$ cat src/rtl/fp_div_pkg.sv
// Shared types and constants for the iterative single-precision divider.
package fp_div_pkg;

    typedef enum logic [1:0] {
        IDLE   = 2'd0,
        DIVIDE = 2'd1,
        ROUND  = 2'd2,
        DONE   = 2'd3
    } state_t;

    localparam int BIAS  = 127;
    localparam int QBITS = 26;

    // Bit positions inside the status byte.
    localparam int ST_ZERO        = 0;
    localparam int ST_INF         = 1;
    localparam int ST_NAN         = 2;
    localparam int ST_TINY        = 3;
    localparam int ST_HUGE        = 4;
    localparam int ST_INEXACT     = 5;
    localparam int ST_DIV_BY_ZERO = 6;

    localparam logic [31:0] NAN_CANON = 32'h7FC0_0000;

endpackage

$ cat src/rtl/rnd_enum.sv
// Rounding-mode encoding shared by the FP multiplier and divider.
package rnd_enum;

    typedef enum logic [2:0] {
        IEEE_near = 3'd0,
        IEEE_zero = 3'd1,
        IEEE_pinf = 3'd2,
        IEEE_ninf = 3'd3,
        near_up   = 3'd4,
        away_zero = 3'd5
    } rnd_t;

endpackage

$ cat src/rtl/fp_div_seq_if.sv
// Operand/result bus of the divider with producer (master) and divider (slave) views.
interface fp_div_seq_if;

    // A transfer happens on a rising edge where valid && ready; the sender
    // holds its payload stable while valid is high and ready is low.
    logic [31:0] a;
    logic [31:0] b;
    logic [2:0]  rnd;
    logic        in_valid;
    logic        in_ready;
    logic [31:0] z;
    logic [7:0]  status;
    logic        out_valid;
    logic        out_ready;

    modport master (
        output a, b, rnd, in_valid, out_ready,
        input  in_ready, z, status, out_valid
    );

    modport slave (
        input  a, b, rnd, in_valid, out_ready,
        output in_ready, z, status, out_valid
    );

endinterface

$ cat src/rtl/fp_div_seq_round_div.sv
// Rounds a 24-bit quotient significand from guard/sticky under the selected mode.
module round_div
    import rnd_enum::*;
(
    input  logic [23:0] i_mant,
    input  logic        i_guard,
    input  logic        i_sticky,
    input  logic        i_sign,
    input  rnd_t        i_rnd,
    output logic [24:0] o_mant,
    output logic        o_inexact
);

    logic w_inc;
    logic w_lost;

    assign w_lost = i_guard | i_sticky;

    always_comb begin
        w_inc = 1'b0;
        case (i_rnd)
            IEEE_near: w_inc = i_guard & (i_sticky | i_mant[0]);
            IEEE_zero: w_inc = 1'b0;
            IEEE_pinf: w_inc = ~i_sign & w_lost;
            IEEE_ninf: w_inc = i_sign & w_lost;
            near_up:   w_inc = i_guard & (i_sticky | ~i_sign);
            away_zero: w_inc = w_lost;
            default:   w_inc = 1'b0;
        endcase
    end

    assign o_mant    = {1'b0, i_mant} + {24'd0, w_inc};
    assign o_inexact = w_lost;

endmodule

$ cat src/rtl/fp_div_seq.sv
// Iterative IEEE-754 single-precision divider, radix-2 restoring, one op in flight.
// Optional macro FP_DIV_EARLY_TERM_EN ends DIVIDE as soon as the remainder is zero.
module fp_div_seq
    import fp_div_pkg::*;
    import rnd_enum::*;
(
    input  logic        clk,
    input  logic        rst,
    fp_div_seq_if.slave bus,
    output state_t      o_state
);

    state_t            r_state;
    state_t            w_next;
    logic [23:0]       r_den;
    logic [24:0]       r_rem;
    logic [QBITS-1:0]  r_q;
    logic [4:0]        r_cnt;
    logic              r_sign;
    logic signed [9:0] r_exp;
    rnd_t              r_rnd;
    logic [31:0]       r_z;
    logic [7:0]        r_status;

    // Operand classification; denormals collapse to zero.
    logic [7:0]  w_ea, w_eb;
    logic        w_a_nan, w_a_inf, w_a_zero, w_b_nan, w_b_inf, w_b_zero, w_sign_in;
    logic        w_special;
    logic [31:0] w_spec_z;
    logic [7:0]  w_spec_st;
    logic [9:0]  w_exp_init;

    assign w_ea      = bus.a[30:23];
    assign w_eb      = bus.b[30:23];
    assign w_a_nan   = (&w_ea) & (|bus.a[22:0]);
    assign w_a_inf   = (&w_ea) & ~(|bus.a[22:0]);
    assign w_a_zero  = (w_ea == 8'd0);
    assign w_b_nan   = (&w_eb) & (|bus.b[22:0]);
    assign w_b_inf   = (&w_eb) & ~(|bus.b[22:0]);
    assign w_b_zero  = (w_eb == 8'd0);
    assign w_sign_in = bus.a[31] ^ bus.b[31];
    assign w_exp_init = {2'b00, w_ea} - {2'b00, w_eb} + 10'(BIAS);

    always_comb begin
        w_special = 1'b1;
        w_spec_z  = 32'd0;
        w_spec_st = 8'd0;
        if (w_a_nan | w_b_nan | (w_a_zero & w_b_zero) | (w_a_inf & w_b_inf)) begin
            w_spec_z          = NAN_CANON;
            w_spec_st[ST_NAN] = 1'b1;
        end else if (w_a_inf) begin
            w_spec_z          = {w_sign_in, 8'hFF, 23'd0};
            w_spec_st[ST_INF] = 1'b1;
        end else if (w_b_zero) begin
            w_spec_z                  = {w_sign_in, 8'hFF, 23'd0};
            w_spec_st[ST_INF]         = 1'b1;
            w_spec_st[ST_DIV_BY_ZERO] = 1'b1;
        end else if (w_a_zero | w_b_inf) begin
            w_spec_z           = {w_sign_in, 31'd0};
            w_spec_st[ST_ZERO] = 1'b1;
        end else begin
            w_special = 1'b0;
        end
    end

    // One restoring step: the remainder stays below 2*den, so 25 bits suffice.
    logic        w_ge;
    logic [23:0] w_diff;
    logic [24:0] w_rem_nxt;
    logic [4:0]  w_qidx;

    assign w_ge      = (r_rem >= {1'b0, r_den});
    assign w_diff    = r_rem[23:0] - r_den;
    assign w_rem_nxt = w_ge ? {w_diff, 1'b0} : {r_rem[23:0], 1'b0};
    assign w_qidx    = 5'(QBITS - 1) - r_cnt;

    // Normalise, round, renormalise on carry-out, then range-check.
    logic [23:0]       w_mant;
    logic              w_guard;
    logic              w_sticky;
    logic [24:0]       w_rmant;
    logic              w_inexact;
    logic [22:0]       w_frac;
    logic signed [9:0] w_exp_n, w_exp_f;
    logic              w_away;
    logic [31:0]       w_rnd_z;
    logic [7:0]        w_rnd_st;

    assign w_mant   = r_q[QBITS-1] ? r_q[25:2] : r_q[24:1];
    assign w_guard  = r_q[QBITS-1] ? r_q[1]    : r_q[0];
    assign w_sticky = (r_rem != 25'd0);
    assign w_exp_n  = r_q[QBITS-1] ? r_exp : r_exp - 10'sd1;

    round_div u_round (
        .i_mant    (w_mant),
        .i_guard   (w_guard),
        .i_sticky  (w_sticky),
        .i_sign    (r_sign),
        .i_rnd     (r_rnd),
        .o_mant    (w_rmant),
        .o_inexact (w_inexact)
    );

    assign w_frac  = w_rmant[24] ? w_rmant[23:1] : w_rmant[22:0];
    assign w_exp_f = w_rmant[24] ? w_exp_n + 10'sd1 : w_exp_n;
    assign w_away  = ((r_rnd == IEEE_pinf) & ~r_sign) | ((r_rnd == IEEE_ninf) & r_sign);

    always_comb begin
        w_rnd_z              = {r_sign, w_exp_f[7:0], w_frac};
        w_rnd_st             = 8'd0;
        w_rnd_st[ST_INEXACT] = w_inexact;
        if (w_exp_f >= 10'sd255) begin
            w_rnd_st[ST_HUGE]    = 1'b1;
            w_rnd_st[ST_INEXACT] = 1'b1;
            if ((r_rnd == IEEE_near) | (r_rnd == near_up) | (r_rnd == away_zero) | w_away) begin
                w_rnd_z          = {r_sign, 8'hFF, 23'd0};
                w_rnd_st[ST_INF] = 1'b1;
            end else begin
                w_rnd_z = {r_sign, 8'hFE, {23{1'b1}}};
            end
        end else if (w_exp_f <= 10'sd0) begin
            w_rnd_st[ST_TINY]    = 1'b1;
            w_rnd_st[ST_INEXACT] = 1'b1;
            if ((r_rnd == away_zero) | w_away) begin
                w_rnd_z = {r_sign, 8'h01, 23'd0};
            end else begin
                w_rnd_z           = {r_sign, 31'd0};
                w_rnd_st[ST_ZERO] = 1'b1;
            end
        end
    end

    always_ff @(posedge clk or posedge rst) begin
        if (rst) r_state <= IDLE;
        else     r_state <= w_next;
    end

    always_comb begin
        w_next = r_state;
        case (r_state)
            IDLE:   if (bus.in_valid) w_next = w_special ? DONE : DIVIDE;
            DIVIDE: begin
                if (r_cnt == 5'(QBITS - 1)) w_next = ROUND;
`ifdef FP_DIV_EARLY_TERM_EN
                else if (w_rem_nxt == 25'd0) w_next = ROUND;
`endif
            end
            ROUND:  w_next = DONE;
            DONE:   if (bus.out_ready) w_next = IDLE;
            default: w_next = IDLE;
        endcase
    end

    always_comb begin
        bus.in_ready  = 1'b0;
        bus.out_valid = 1'b0;
        case (r_state)
            IDLE:    bus.in_ready  = 1'b1;
            DONE:    bus.out_valid = 1'b1;
            default: ;
        endcase
    end

    always_ff @(posedge clk or posedge rst) begin
        if (rst) begin
            r_den    <= 24'd0;
            r_rem    <= 25'd0;
            r_q      <= '0;
            r_cnt    <= 5'd0;
            r_sign   <= 1'b0;
            r_exp    <= 10'sd0;
            r_rnd    <= IEEE_near;
            r_z      <= 32'd0;
            r_status <= 8'd0;
        end else begin
            case (r_state)
                IDLE: if (bus.in_valid) begin
                    r_den  <= {1'b1, bus.b[22:0]};
                    r_rem  <= {2'b01, bus.a[22:0]};
                    r_q    <= '0;
                    r_cnt  <= 5'd0;
                    r_sign <= w_sign_in;
                    r_exp  <= w_exp_init;
                    r_rnd  <= rnd_t'(bus.rnd);
                    if (w_special) begin
                        r_z      <= w_spec_z;
                        r_status <= w_spec_st;
                    end
                end
                DIVIDE: begin
                    r_rem       <= w_rem_nxt;
                    r_q[w_qidx] <= w_ge;
                    r_cnt       <= r_cnt + 5'd1;
                end
                ROUND: begin
                    r_z      <= w_rnd_z;
                    r_status <= w_rnd_st;
                end
                default: ;
            endcase
        end
    end

    assign bus.z      = r_z;
    assign bus.status = r_status;
    assign o_state    = r_state;

endmodule

$ cat src/flat_wrapper.sv
// flat-port wrapper written by rule: the top's interface ports become plain ports
module fp_div_seq_flat import fp_div_pkg::*; import rnd_enum::*;
  (clk, rst, o_state, bus_a, bus_b, bus_rnd, bus_in_valid, bus_out_ready, bus_in_ready, bus_z, bus_status, bus_out_valid);
  fp_div_seq_if bus_i ();
  input  logic clk;
  input  logic rst;
  output state_t o_state;
  input wire logic [$bits(bus_i.a)-1:0] bus_a;
  input wire logic [$bits(bus_i.b)-1:0] bus_b;
  input wire logic [$bits(bus_i.rnd)-1:0] bus_rnd;
  input wire logic [$bits(bus_i.in_valid)-1:0] bus_in_valid;
  input wire logic [$bits(bus_i.out_ready)-1:0] bus_out_ready;
  output wire logic [$bits(bus_i.in_ready)-1:0] bus_in_ready;
  output wire logic [$bits(bus_i.z)-1:0] bus_z;
  output wire logic [$bits(bus_i.status)-1:0] bus_status;
  output wire logic [$bits(bus_i.out_valid)-1:0] bus_out_valid;
  assign bus_i.a = bus_a;
  assign bus_i.b = bus_b;
  assign bus_i.rnd = bus_rnd;
  assign bus_i.in_valid = bus_in_valid;
  assign bus_i.out_ready = bus_out_ready;
  assign bus_in_ready = bus_i.in_ready;
  assign bus_z = bus_i.z;
  assign bus_status = bus_i.status;
  assign bus_out_valid = bus_i.out_valid;
  fp_div_seq u_core (.clk(clk), .rst(rst), .bus(bus_i), .o_state(o_state));
endmodule
$ cat config.mk
export PLATFORM = sky130hd
export DESIGN_NAME = fp_div_seq_flat
export DESIGN_NICKNAME = d
export VERILOG_FILES = /design/src/rtl/fp_div_pkg.sv /design/src/rtl/rnd_enum.sv /design/src/rtl/fp_div_seq_if.sv /design/src/rtl/fp_div_seq_round_div.sv /design/src/rtl/fp_div_seq.sv /design/src/flat_wrapper.sv
export SDC_FILE = /design/constraint.sdc
export NUM_CORES = 1
export LEC_CHECK = 0
export ABC_AREA = 1
export CORE_MARGIN = 4
export CORE_UTILIZATION = 55
export CTS_CLUSTER_SIZE = 30
export DETAILED_ROUTE_END_ITERATION = 7
export PLACE_DENSITY = 0.75
export SKIP_CTS_REPAIR_TIMING = 1
export SLEW_MARGIN = 40
export SYNTH_ARGS = -nofsm -noshare
export SYNTH_HDL_FRONTEND = slang
export SYNTH_SLANG_ARGS = --single-unit
export TNS_END_PERCENT = 10
$ cat constraint.sdc
create_clock -name clk -period 4.9 [get_ports clk]
set_input_delay 0.49 -clock clk [delete_from_list [all_inputs] [get_ports clk]]
set_output_delay 0.49 -clock clk [all_outputs]
set_load 0.02 [all_outputs]
# After elaboration in Yosys (flattened, before gate mapping)
# Cells that the tools add are included.
# word_totals
ff_bits	136
input_bits	71
output_inout_bits	44
# classes
n_addsub	8
n_lt_le_gt_ge	5
n_eq_ne	12
muxes	59
n_bitwise	28
reduce_logical	16
# ops
op	n
2-to-1 mux 32 bit	6
2-to-1 mux 24 bit	3
one-hot mux 32 bit (2 select lines)	1
2-to-1 mux 31 bit	2
one-hot mux 26 bit (2 select lines)	1
2-to-1 mux 25 bit	2
one-hot mux 25 bit (2 select lines)	1
OR reduction 23 bit	2
bitwise mux 26 bit	1
2-to-1 mux 26 bit	1
adder 24 x 1 -> 25 bit	1
>= comparator 25 x 24 -> 1 bit	1
2-to-1 mux 1 bit	25
nonzero test 25 bit	1
subtractor 24 bit	1
2-to-1 mux 23 bit	1
2-to-1 mux 10 bit	2
logical NOT 8 bit	2
2-to-1 mux 8 bit	2
one-hot mux 8 bit (2 select lines)	1
AND reduction 8 bit	2
AND 1 bit	12
OR 1 bit	12
adder 10 x 2 -> 10 bit, second input constant	1
other kinds (30)	44

# Longest topological paths before layout
# Gate-level depths: netlist of run 1.
# logic_depth
depth_word	11
depth_mapped	30
depth_no_buf	26

# Hierarchy
# A second synthesis of run 1 with hierarchy kept.
# hier_totals
hier_cells	1493
area_unflattened_um2	10628.9
# by_module_without_submodules
module	instances	cells_each	area_per_inst_um2	seq_area_each_um2
fp_div_seq	1	1346	9892.0	3378.2
round_div	1	147	737.0	0.0

# Worst setup path before layout of run 1
# OpenSTA, ideal clock, no wires.
# synth_timing
kind	reg-to-reg
startpoint	register u_core.r_q[25]
endpoint	register u_core.r_z[13], in the netlist u_core.bus.z[13]
setup_time_ns	0.117
t_arrival_ns	3.338
setup_slack_ns	1.445
path_stages_with_launch	27
path_buffers	4
period_less_slack_ns	3.455
cell_sequence	dfrtp_1 > buf_6 > inv_6 > buf_6 > buf_6 > nand2_1 > nand2_1 > nand2_1 > o21ai_0 > o2111ai_1 > a21oi_1 > ha_1 > ha_1 > nand3_2 > nor2_4 > nand2_4 > nor2_1 > nand3_2 > nor2_1 > nand3_1 > xor2_1 > clkinv_2 > nand2_4 > buf_2 > o21ai_0 > nand3_2 > nand2_1
# synth_via
elab_chain_cells	10
word_cells_on_any_way	19
classes_between	2 x add/sub; 2 x order compare; 9 x mux; 6 x bitwise
# synth_rtl
element	line	text
start: declaration	fp_div_seq.sv:17	logic [QBITS-1:0] r_q;
start signal: indexed assignment	fp_div_seq.sv:192	r_q[w_qidx] <= w_ge;
2-to-1 mux 1 bit or 2-to-1 mux 24 bit (tied branches)	fp_div_seq.sv:90, fp_div_seq.sv:89	
OR 1 bit (on tied branches)	fp_div_seq_round_div.sv:17, fp_div_seq_round_div.sv:22	
AND 1 bit (on tied branches)	fp_div_seq_round_div.sv:25, fp_div_seq_round_div.sv:22, fp_div_seq_round_div.sv:24	
one-hot mux 1 bit (5 select lines)	fp_div_seq_round_div.sv:21	case (i_rnd)
adder 24 x 1 -> 25 bit	fp_div_seq_round_div.sv:32	assign o_mant = {1'b0, i_mant} + {24'd0, w_inc};
2-to-1 mux 10 bit	fp_div_seq.sv:105	assign w_exp_f = w_rmant[24] ? w_exp_n + 10'sd1 : w_exp_n;
less-or-equal comparator 10 x 1 -> 1 bit	fp_div_seq.sv:121	end else if (w_exp_f <= 10'sd0) begin
2-to-1 mux 31 bit	fp_div_seq.sv:121	
2-to-1 mux 31 bit *	fp_div_seq.sv:112	if (w_exp_f >= 10'sd255) begin
one-hot mux 32 bit (2 select lines) *	fp_div_seq.sv:176	case (r_state)
end signal: assignment	fp_div_seq.sv:186	r_z <= w_spec_z;
end signal: assignment	fp_div_seq.sv:196	r_z <= w_rnd_z;
end: declaration	fp_div_seq.sv:22	logic [31:0] r_z;
# Mark *: on every way between the ends. The rest lies on a longest branch, timed or not.
# A chain may end at the register's enable or synchronous reset.

# Worst setup path after layout of run 1
# layout_timing
startpoint	register u_core.r_rem[11]
endpoint	register u_core.r_z[14], in the netlist u_core.bus.z[14]
# layout_via
elab_chain_cells	10
word_cells_on_any_way	17
classes_between	1 x add/sub; 2 x order compare; 6 x mux; 7 x bitwise; 1 x reduce/logical
# layout_rtl
element	line	text
start: declaration	fp_div_seq.sv:16	logic [24:0] r_rem;
start signal: assignment	fp_div_seq.sv:179	r_rem <= {2'b01, bus.a[22:0]};
start signal: assignment	fp_div_seq.sv:191	r_rem <= w_rem_nxt;
nonzero test 25 bit *	fp_div_seq.sv:91	assign w_sticky = (r_rem != 25'd0);
OR 1 bit (on tied branches)	fp_div_seq_round_div.sv:26, fp_div_seq_round_div.sv:17, fp_div_seq_round_div.sv:22	
AND 1 bit (on tied branches)	n/a	
one-hot mux 1 bit (5 select lines) *	fp_div_seq_round_div.sv:21	
adder 24 x 1 -> 25 bit *	fp_div_seq_round_div.sv:32	
2-to-1 mux 10 bit	fp_div_seq.sv:105	
less-or-equal comparator 10 x 1 -> 1 bit	fp_div_seq.sv:121	
2-to-1 mux 31 bit	fp_div_seq.sv:121	
2-to-1 mux 31 bit *	fp_div_seq.sv:112	
one-hot mux 32 bit (2 select lines) *	fp_div_seq.sv:176	
# Marked as above.

==> Flow_metrics.wiki, run 1 <==
{| class="wikitable"
! Metric !! Value
|-
| Syn Inst Count || ~1400
|-
| Number of endpoints with negative hold slack in the final report || 0
|-
| Setup Total Neg Slack || 0 ns
|-
| Time the final worst path needs with I/O delays and setup || between 4 and 5 ns
|-
| Number of buffers added by the clock tree synthesis step || 17
|-
| CP Buf/Inv Count || 1
|-
| Synth cell types || 56
|-
| Maximum clock frequency || 228 MHz
|-
| Initial core utilization || between 50% and 60%
|-
| Layer with the highest usage after global routing || met2
|-
| Total Routing Usage GR || 27.7%
|-
| Area of the mapped netlist || 10300 µm²
|-
| Bufs on Longest Clock Path || 2
|-
| Combinational family with the most area after synthesis || simple AND/OR/NAND/NOR gates
|-
| Placed cell count || between 1500 and 2000
|-
| GR met3 Demand/Resource || 4.30%
|-
| Number of vias per cell || 5.69
|-
| Clock tree from TritonCTS || built
|-
| DRT iter0 DRCs || 644
|-
| Final max-slew violation count || 0
|-
| Mux contribution to synthesized area || less than 1%
|-
| Endpoint type of the worst setup path || register
|-
| Non-Filler Instances || ~1800
|-
| Placeable core area || 18200 µm²
|-
| Final count of negative-setup-slack endpoints || 0
|-
| Gp weighted congestion || 0.945
|-
| Remaining max-slew budget at the tightest pin || 51.1%
|-
| Startpoint kind of the worst setup timing path || register
|-
| Leakage power figure || 5.67 nW
|-
| P&R area growth vs syn || 18.1%
|-
| Total detailed-routing wirelength || 28.6 mm
|-
| CTS sink count || approximately 140
|-
| Finished Cell Area || 12200 µm²
|-
| Max IR drop VDD || 0.388 mV
|-
| Wire length of the first global-routing pass || ~46 mm
|-
| Simple-gate share of the synthesized area || between 30% and 40%
|-
| HP Class || register to register
|-
| Via count || approximately 10000
|-
| Register Area || roughly 3400 µm²
|-
| Initial antenna violation count || 0
|-
| Remaining Overflow, GRT || 0
|-
| Largest delay contributor family on the critical path || simple AND/OR/NAND/NOR gates
|-
| Outcome || complete, no violations
|-
| Path type of the worst setup path || register to register
|-
| Adder-cell area share of the yosys netlist || 6.10%
|-
| Die width || 145 µm
|-
| Ordered cell list for the critical path || nor4_1 > nand2_1 > nor4_1 > nand4_1 > or2_2 > nand2_1 > a21oi_1 > ha_1 > ha_1 > nand3_2 > nor2_4 > nand2_4 > nor2_1 > nand3_2 > nor2_1 > nand3_1 > xor2_1 > clkinv_2 > nand2_2 > o21ai_0 > nand3_2 > nand2_1
|-
| Crit path max fanout || 30
|-
| Combined area of the multi-input logic cells || around 6000 µm²
|-
| Diodes inserted || 0
|-
| Number of antenna-violating nets in the routed design || 0
|-
| Most instantiated flip-flop cell in the synthesis netlist || dfrtp_1
|-
| Reg clk slew, reported paths || 0.06 ns
|-
| H-tree depth || 4
|-
| Maximum single-stage delay on the critical path || 0.44 ns
|-
| 1st-pass router iterations || 5
|-
| Number of global-route vias before repair || 9394
|-
| Yosys reg bits || between 100 and 150
|-
| Syn Area/Cell || 7.20 µm²
|-
| Yosys warnings || 0
|-
| Most common cell after layout, fill and taps aside || nand2_1
|-
| Port Buffer Count || 113
|-
| GR met2 Demand/Resource || 46.2%
|-
| I/O pin count || roughly 120
|-
| Placed standard-cell area || about 11000 µm²
|-
| Transition time at the pin with the least slew margin || around 0.73 ns
|-
| Site row count || 49
|-
| Root buffer selected by CTS || clkbuf_16
|-
| Fraction of the cycle the final worst path needs || 89.5%
|-
| Max-capacitance violation count || 0
|-
| Worst endpoint required time || 5.22 ns
|-
| Synth Area in Compound Gates || about 17%
|-
| Wire length per cell || between 15 and 20 µm
|-
| Share of flip-flops with an asynchronous set or reset || 100%
|-
| Synthesized netlist net count || 1550
|-
| Final HPWL DP || 21.5 mm
|-
| Filler cell count || about 1600
|-
| DR DRC count || 0
|-
| Sequential-to-total area share from yosys stat || 32.8%
|-
| Commonest cells after routing, fill and taps aside || 325 x nand2_1, 154 x inv_1, 135 x dfrtp_1, 122 x o21ai_0, 113 x clkdlybuf4s50_1
|-
| RSZ-0062 raised after global routing || no
|-
| Maximum number of pins on one net before global-route repair || 83
|-
| Area of the die || 21000 µm²
|-
| Number of enable-type register cells in the synthesized netlist || 0
|-
| Clock insertion delay at the later pin of the skew report || 0.43 ns
|-
| GR Layer Usage met1 || 36.9%
|-
| Xor/xnor share of the synthesized area || 4.42%
|-
| Data arrival, critical path || 4.70 ns
|-
| Power density cells || 710 nW/µm²
|-
| Layout Skew || 0.00665 ns
|-
| Cell type of the slowest stage on the worst timing path || nand2_2
|-
| Chip height || 145 µm
|-
| Net count, final || 1637
|-
| Proportion of layout cells with a drive suffix above 1 || 8.30%
|}
## flip-flops by register name (all words and copies together) (netlist names)
name and cells:
u_core.r_cnt 5, u_core.r_rnd 3, u_core.r_rem 25, u_core.bus.status 7, u_core.bus.z 32, u_core.r_q 26
u_core.r_exp 10, u_core.r_sign 1, u_core.r_den 24, u_core.o_state 2
## metrics by stage
stage,util [%],hold slack (ns),setup slack (ns),total power (W)
after floorplan,-,0.426,0.799,0.00577
after global placement,63.1,0.449,0.715,0.00701
after detailed placement,63.1,0.453,0.564,0.00708
after CTS,66.8,0.468,0.542,0.00860
after global routing,66.8,0.502,0.155,0.00937
final,66.8,0.467,0.516,0.00864
## power breakdown
group / total, W / switching [W] / internal, W
clock: 0.00147 / 0.000514 / 0.000958
combinational: 0.00522 / 0.00343 / 0.00179
sequential: 0.00195 / 0.000386 / 0.00156
## layout make-up
| type | count | area share, % |
|---|---|---|
| clock buffers | 21 | 3.95 |
| clock inverters | 11 | 1.58 |
| inverters | 160 | 5.01 |
| multi-input cells | 1080 | 49.3 |
| flip-flops and latches | 135 | 27.8 |
| well taps | 229 | 2.36 |
| repair buffers | 123 | 10.0 |
## Yosys cell counts, types with 8 or more instances
library cell / instances / area, µm²
a21oi_1: 95 / 475
buf_6: 9 / 101
clkbuf_1: 35 / 131
dfrtp_1: 135 / 3380
ha_1: 47 / 588
inv_1: 155 / 582
nand2_1: 325 / 1220
nand2_2: 19 / 119
nand3_1: 79 / 395
nand3_2: 25 / 250
nand4_1: 26 / 163
nor2_1: 112 / 420
nor3_1: 18 / 90.1
nor4_1: 21 / 131
o211ai_1: 8 / 60.1
o21ai_0: 123 / 616
o21ai_1: 26 / 130
o31ai_1: 20 / 150
xnor2_1: 17 / 149
xor2_1: 35 / 307
## cell families after synthesis
| logic type | count (synthesis) |
|---|---|
| DFF | 135 |
| muxes | 2 |
| and+or+nand+nor | 662 |
| AOI/OAI and AO/OA | 314 |
| other | 1 |
| xor gates and xnor gates | 52 |
| adders and majority gates | 49 |
| buffers and inverters | 215 |
## routing by layer
layer / up-vias / wire [µm]
met5: - / 0
met4: 0 / 740
met3: 46 / 1250
met2: 259 / 13600
met1: 4733 / 13000
li1: 4972 / -
## tightest hold or removal path, cell delays in order, from the launching register on
cell and delay (ns):
dfrtp_1 0.32, inv_1 0.05, nand2_1 0.06
## worst paths after layout
path                                       start                to  slack [ns]  depth (start not counted)
worst max-delay path            u_core.r_rem[11]  u_core.bus.z[14]        0.52                         22
worst min-delay path            u_core.r_den[23]  u_core.r_den[23]        0.47                          2
worst max register to register  u_core.r_rem[11]  u_core.bus.z[14]        0.52                         22
worst min register to register  u_core.r_den[23]  u_core.r_den[23]        0.47                          2
max in group asynchronous                    rst  u_core.r_den[15]        3.48                          3
min in group asynchronous                    rst  u_core.bus.z[11]        0.53                          2
No activity file was read; power rests on OpenSTA's default activity.
==> run 2, diff against run 1 <==
Settings changed: CORE_UTILIZATION 55 to 58, PLACE_DENSITY 0.75 to 0.79.
==> run 2 against run 1 <==
  * Clock skew is 0.0028 ns higher
  * Flip-flop and latch count stayed put
  * Core utilization is 2.9 points higher
  * Sequential power hardly changed
  * Wire length is 0.41% higher
  * Combinational power hardly changed
  * Clock-buffer cell count is 4 lower
  * First-iteration DRC count is 33% higher
  * Power is 1.1% lower
  * Via count is 1.1% higher
  * Global-route usage is 1.1 points higher
  * Sequential share of layout area is 0.14 points higher
  * Largest cell class unchanged
  * Highest routed layer unchanged
==> Flow_metrics.wiki, run 2 (synthesis gave the netlist of run 1 again) <==
{| class="wikitable"
! Metric !! Value
|-
| Setup Total Neg Slack || 0 ns
|-
| Top metal layer carrying routed signals || met4
|-
| Site row count || 48
|-
| Commonest cells after routing, fill and taps aside || 325 x nand2_1, 154 x inv_1, 135 x dfrtp_1, 122 x o21ai_0, 113 x clkdlybuf4s50_1
|-
| DR DRC count || 0
|-
| Port Buffer Count || ~110
|-
| Total detailed-routing wirelength || about 29 mm
|-
| Most common cell after layout, fill and taps aside || nand2_1
|-
| Outcome || complete, no violations
|-
| Sum of routed wire segments on met1 || 11.7 mm
|-
| Final HPWL DP || 21.9 mm
|-
| Power consumption || 0.00855 W
|-
| Cell count of the worst hold path || 2
|-
| Maximum clock frequency || 227 MHz
|-
| Placeable core area || 17400 µm²
|-
| Non-Filler Instances || 1755
|-
| Time the final worst path needs with I/O delays and setup || 4.40 ns
|-
| Net count, final || 1637
|-
| Clock insertion delay at the later pin of the skew report || 0.43 ns
|-
| P&R area growth vs syn || 17.5%
|-
| Remaining max-slew budget at the tightest pin || ~50%
|-
| Die width || 141 µm
|-
| Remaining Overflow, GRT || 0
|-
| RR Endpoint || u_core.bus.z[23]
|-
| Clock tree from TritonCTS || built
|-
| Diodes inserted || 0
|-
| Max-capacitance violation count || 0
|-
| Transition time at the pin with the least slew margin || 0.759 ns
|-
| Path type of the worst setup path || register to register
|-
| Hold path start || u_core.r_den[23]
|-
| Worst min-delay path endpoint || u_core.r_den[23]
|-
| HP Class || register to register
|-
| Number of global-route vias before repair || 9579
|-
| Max IR drop VDD || 0.380 mV
|-
| Power dissipated by switching net loads || 0.00434 W
|-
| Data arrival, critical path || around 4.7 ns
|-
| Reg clk slew, reported paths || 0.06 ns
|-
| Initial core utilization || about three fifths
|-
| Startpoint kind of the worst setup timing path || register
|-
| Internal reg-to-reg setup slack || roughly 0.50 ns
|-
| RSZ-0062 raised after global routing || no
|-
| Chip height || 141 µm
|-
| Proportion of layout cells with a drive suffix above 1 || 8.30%
|-
| Layout Skew || 0.00946 ns
|-
| Maximum number of pins on one net before global-route repair || 75
|-
| Switching power share of the total || 50.8%
|-
| Wire length of the first global-routing pass || 46.8 mm
|-
| Proportion of power drawn by combinational gates || between 60% and 70%
|-
| Bufs on Longest Clock Path || 2
|-
| 1st-pass router iterations || 5
|-
| Number of antenna-violating nets in the routed design || 0
|-
| Crit path max fanout || 28
|-
| Number of vias per cell || 5.77
|-
| Via count || between 10000 and 15000
|-
| Worst endpoint required time || 5.22 ns
|-
| Total Routing Usage GR || 28.8%
|-
| Gp weighted congestion || 0.955
|-
| Root buffer selected by CTS || clkbuf_16
|-
| DRT iter0 DRCs || roughly 860
|-
| Number of buffers added by the clock tree synthesis step || 17
|-
| Placed cell count || 1723
|-
| Routed wire length on met2 || 14.1 mm
|-
| Number of flip-flops under the largest register name || 32
|-
| Worst R2R Start || u_core.r_rem[4]
|-
| Endpoint type of the worst setup path || register
|-
| H-tree depth || 4
|-
| Power density cells || 706 nW/µm²
|-
| Wire length per cell || 16.4 µm
|-
| Number of endpoints with negative hold slack in the final report || 0
|-
| Final max-slew violation count || 0
|-
| Leakage power figure || 5.64 nW
|-
| I/O pin count || about 120
|-
| Internal power summed over all cells || roughly 0.0042 W
|-
| Initial antenna violation count || 0
|-
| Clock group share of total power || 16.1%
|-
| Area of the die || 20000 µm²
|-
| Cell count of the worst reg-to-reg path || 24
|-
| Final count of negative-setup-slack endpoints || 0
|-
| Detailed-routed wire length on met3 || 1.51 mm
|-
| CTS sink count || 135
|-
| Portion of total power attributed to sequential cells || 22.7%
|-
| Filler cell count || roughly 1500
|-
| Fraction of the cycle the final worst path needs || 89.8%
|}
## run 2: power groups by stage
stage / combinational (W) / clock (W) / sequential (W)
6_report: 0.00522 / 0.00138 / 0.00194
5_1_grt: 0.00585 / 0.00145 / 0.00200
4_1_cts: 0.00517 / 0.00139 / 0.00193
2_1_floorplan: 0.00380 / 0 / 0.00197
3_5_place_dp: 0.00513 / 0 / 0.00195
3_3_place_gp: 0.00507 / 0 / 0.00193
## run 2: cell type report
cell class / instances / area [µm²] / share of cell area [%]
timing repair buffer: 123 / 1210 / 9.97
multi-input combinational: 1080 / 6000 / 49.6
clock buffer: 17 / 425 / 3.51
sequential: 135 / 3380 / 27.9
clock inverter: 15 / 203 / 1.67
inverter: 160 / 612 / 5.06
tap: 225 / 282 / 2.33
## run 2: per-stage QoR
stage	setup slack, ns	cell area [µm²]	util [%]	hold WS (ns)
floorplan	0.799	10300	-	0.426
global placement	0.680	11500	66.1	0.452
detailed placement	0.535	11500	66.1	0.453
CTS	0.514	12100	69.7	0.469
global route	0.0992	12100	69.7	0.492
finish	0.499	12100	69.7	0.474
## run 2: worst max-delay path: stages, from the launching register on
cell and delay, ns:
dfrtp_1 0.41, nor4_1 0.38, nand2_1 0.15, nor4_1 0.29
nand4_1 0.22, or2_2 0.34, nand2_1 0.06, a21oi_1 0.05
ha_1 0.23, ha_1 0.23, nand3_2 0.11, nor2_4 0.05
nand2_4 0.10, nor2_1 0.06, nand3_2 0.18, nor2_1 0.12
nand3_1 0.12, xor2_1 0.22, clkinv_2 0.15, nand2_4 0.25
nand2_4 0.14, nand2_8 0.21, nand2_1 0.08, nand2_1 0.06
nand2_1 0.05
## run 2: how the worst max path moves through the flow
stage	endpoint	slack (ns)	startpoint	cells past startpoint
after floorplan	u_core.bus.status[0]	0.80	rst	1
after global placement	u_core.bus.z[23]	0.68	u_core.r_rem[4]	24
after detailed placement	u_core.bus.z[23]	0.53	u_core.r_rem[4]	24
after CTS	u_core.bus.z[23]	0.51	u_core.r_rem[4]	24
after global routing	u_core.bus.z[23]	0.1	u_core.r_rem[4]	24
final	u_core.bus.z[23]	0.50	u_core.r_rem[4]	24
## run 2: layer usage
metal	GRT usage, %	vias up
met1	36.1	4702
met3	4.21	86
li1	-	4957
met4	13.6	0
met2	49.0	378
met5	0	-
==> run 3, diff against run 2 <==
Settings changed: GPL_ROUTABILITY_DRIVEN set to 0.
==> run 3 against run 2 <==
  * Core utilization is essentially flat
  * Die area unchanged
  * Power fell by 0.92%
  * Register-to-register slack lost 0.03 ns
  * Sequential share of layout area is essentially flat
==> Flow_metrics.wiki, run 3 (synthesis gave the netlist of run 1 again) <==
{| class="wikitable"
! Metric !! Value
|-
| Via count || 10100
|-
| Endpoint type of the worst setup path || register
|-
| Data arrival, critical path || 4.74 ns
|-
| Placeable core area || 17400 µm²
|-
| Net count, final || roughly 1600
|-
| Most common cell after layout, fill and taps aside || nand2_1
|-
| Crit path max fanout || 30
|-
| CTS sink count || between 100 and 150
|-
| HP Class || register to register
|-
| Placed cell count || 1724
|-
| Number of antenna-violating nets in the routed design || 0
|-
| Wire length of the first global-routing pass || roughly 47 mm
|-
| Clock tree from TritonCTS || built
|-
| Layout Skew || 0.00860 ns
|-
| Number of flip-flops under the largest register name || 32
|-
| DRT iter0 DRCs || 862
|-
| Setup ws final || 0.472 ns
|-
| Time the final worst path needs with I/O delays and setup || 4.43 ns
|-
| Remaining Overflow, GRT || 0
|-
| Diodes inserted || 0
|-
| I/O pin count || around 120
|-
| Area of the die || 20000 µm²
|-
| Bufs on Longest Clock Path || 2
|-
| Largest delay contributor family on the critical path || simple AND/OR/NAND/NOR gates
|-
| Transition time at the pin with the least slew margin || 0.766 ns
|-
| H-tree depth || 4
|-
| Leakage power figure || between 5 and 6 nW
|-
| CP Buf/Inv Count || 1
|-
| Maximum single-stage delay on the critical path || 0.43 ns
|-
| RSZ-0062 raised after global routing || no
|-
| Chip height || 141 µm
|-
| Die width || 141 µm
|-
| Number of global-route vias before repair || approximately 10000
|-
| Ordered cell list for the critical path || nor4_1 > nand2_1 > nor4_1 > nand4_1 > or2_2 > nand2_1 > a21oi_1 > ha_1 > ha_1 > nand3_2 > nor2_4 > nand2_4 > inv_1 > nand2_4 > nand2_1 > nand2_1 > nand3_1 > nor2_1 > nand3_1 > nand2_2 > o21ai_0 > nand3_1 > nand2_1
|-
| Proportion of layout cells with a drive suffix above 1 || 8.36%
|-
| Max IR drop VDD || 0.367 mV
|-
| Site row count || 48
|-
| Final count of negative-setup-slack endpoints || 0
|-
| Remaining max-slew budget at the tightest pin || 48.9%
|-
| Cell count of the worst hold path || 2
|-
| Maximum number of pins on one net before global-route repair || 66
|-
| Fraction of the cycle the final worst path needs || 90.4%
|-
| Final HPWL DP || 20.9 mm
|-
| Cell mode on critical path || nand2_1
|-
| Reg clk slew, reported paths || 0.06 ns
|-
| Power density cells || about 700 nW/µm²
|-
| Setup Total Neg Slack || 0 ns
|-
| Commonest cells after routing, fill and taps aside || 325 x nand2_1, 154 x inv_1, 135 x dfrtp_1, 122 x o21ai_0, 113 x clkdlybuf4s50_1
|-
| Max-capacitance violation count || 0
|-
| Root buffer selected by CTS || clkbuf_16
|-
| Power consumption || 0.00847 W
|-
| Number of logic stages on the critical path including buffering || 23
|-
| 1st-pass router iterations || 5
|-
| Maximum clock frequency || roughly 230 MHz
|-
| Number of vias per cell || roughly 5.7
|-
| Minimum hold slack || between 0.4 and 0.5 ns
|-
| Filler cell count || 1468
|-
| DR DRC count || 0
|-
| Initial antenna violation count || 0
|-
| Number of endpoints with negative hold slack in the final report || 0
|-
| Placement-stage worst setup slack || 0.600 ns
|-
| Path type of the worst setup path || register to register
|-
| Initial core utilization || 59.3%
|-
| Cell type of the slowest stage on the worst timing path || nand2_2
|-
| Outcome || complete, no violations
|-
| Final max-slew violation count || 0
|-
| Clock insertion delay at the later pin of the skew report || 0.43 ns
|-
| Number of buffers added by the clock tree synthesis step || 17
|-
| Port Buffer Count || around 110
|-
| Total Routing Usage GR || between 20% and 30%
|-
| Startpoint kind of the worst setup timing path || register
|-
| Worst endpoint required time || 5.21 ns
|-
| Non-Filler Instances || 1756
|-
| Wire length per cell || 15.7 µm
|-
| Cell count of the worst reg-to-reg path || 23
|-
| Total detailed-routing wirelength || 27.7 mm
|-
| P&R area growth vs syn || 17.5%
|}
run 3: power breakdown:
group          internal (W)  switching, W
clock              0.000838      0.000497
sequential          0.00156      0.000380
combinational       0.00179       0.00340
run 3: per-stage QoR:
stage	util (%)	area, µm²
floorplan	-	10300
global placement	66.1	11500
detailed placement	66.1	11500
CTS	69.7	12100
global route	69.7	12100
finish	69.7	12100
run 3: worst reg2reg max path, stage by stage, from the launching register on:
cell     delay [ns]
dfrtp_1        0.41
nor4_1         0.33
nand2_1        0.13
nor4_1         0.35
nand4_1        0.23
or2_2          0.34
nand2_1        0.07
a21oi_1        0.05
ha_1           0.23
ha_1           0.23
nand3_2        0.12
nor2_4         0.06
nand2_4        0.11
inv_1          0.11
nand2_4        0.18
nand2_1        0.08
nand2_1        0.13
nand3_1        0.09
nor2_1         0.12
nand3_1        0.15
nand2_2        0.43
o21ai_0        0.19
nand3_1        0.13
nand2_1        0.06
run 3: area by class of cell:
class                      count  area (µm²)  share of cell area [%]
clock inverter                12         150                    1.24
clock buffer                  20         467                    3.86
tap                          225         282                    2.33
timing repair buffer         124        1210                    10.0
multi-input combinational   1080        6000                    49.6
sequential                   135        3380                    27.9
inverter                     160         612                    5.06
run 3: final timing paths:
check | from | to | slack, ns
setup / recovery | u_core.r_rem[4] | u_core.bus.z[21] | 0.47
hold / removal | u_core.bus.z[18] | u_core.bus.z[18] | 0.47
setup reg to reg | u_core.r_rem[4] | u_core.bus.z[21] | 0.47
hold reg to reg | u_core.bus.z[18] | u_core.bus.z[18] | 0.47
max in group asynchronous | rst | u_core.r_exp[7] | 3.46
min in group asynchronous | rst | u_core.bus.z[16] | 0.52
run 3: per-layer routing:
| layer | vias to the layer above | GRT usage [%] | wire length [µm] |
|---|---|---|---|
| li1 | 4966 | - | - |
| met1 | 4613 | 35.9 | 11300 |
| met2 | 402 | 47.8 | 13200 |
| met3 | 102 | 4.68 | 1740 |
| met4 | 0 | 14.7 | 1440 |
| met5 | - | 0 | 0 |
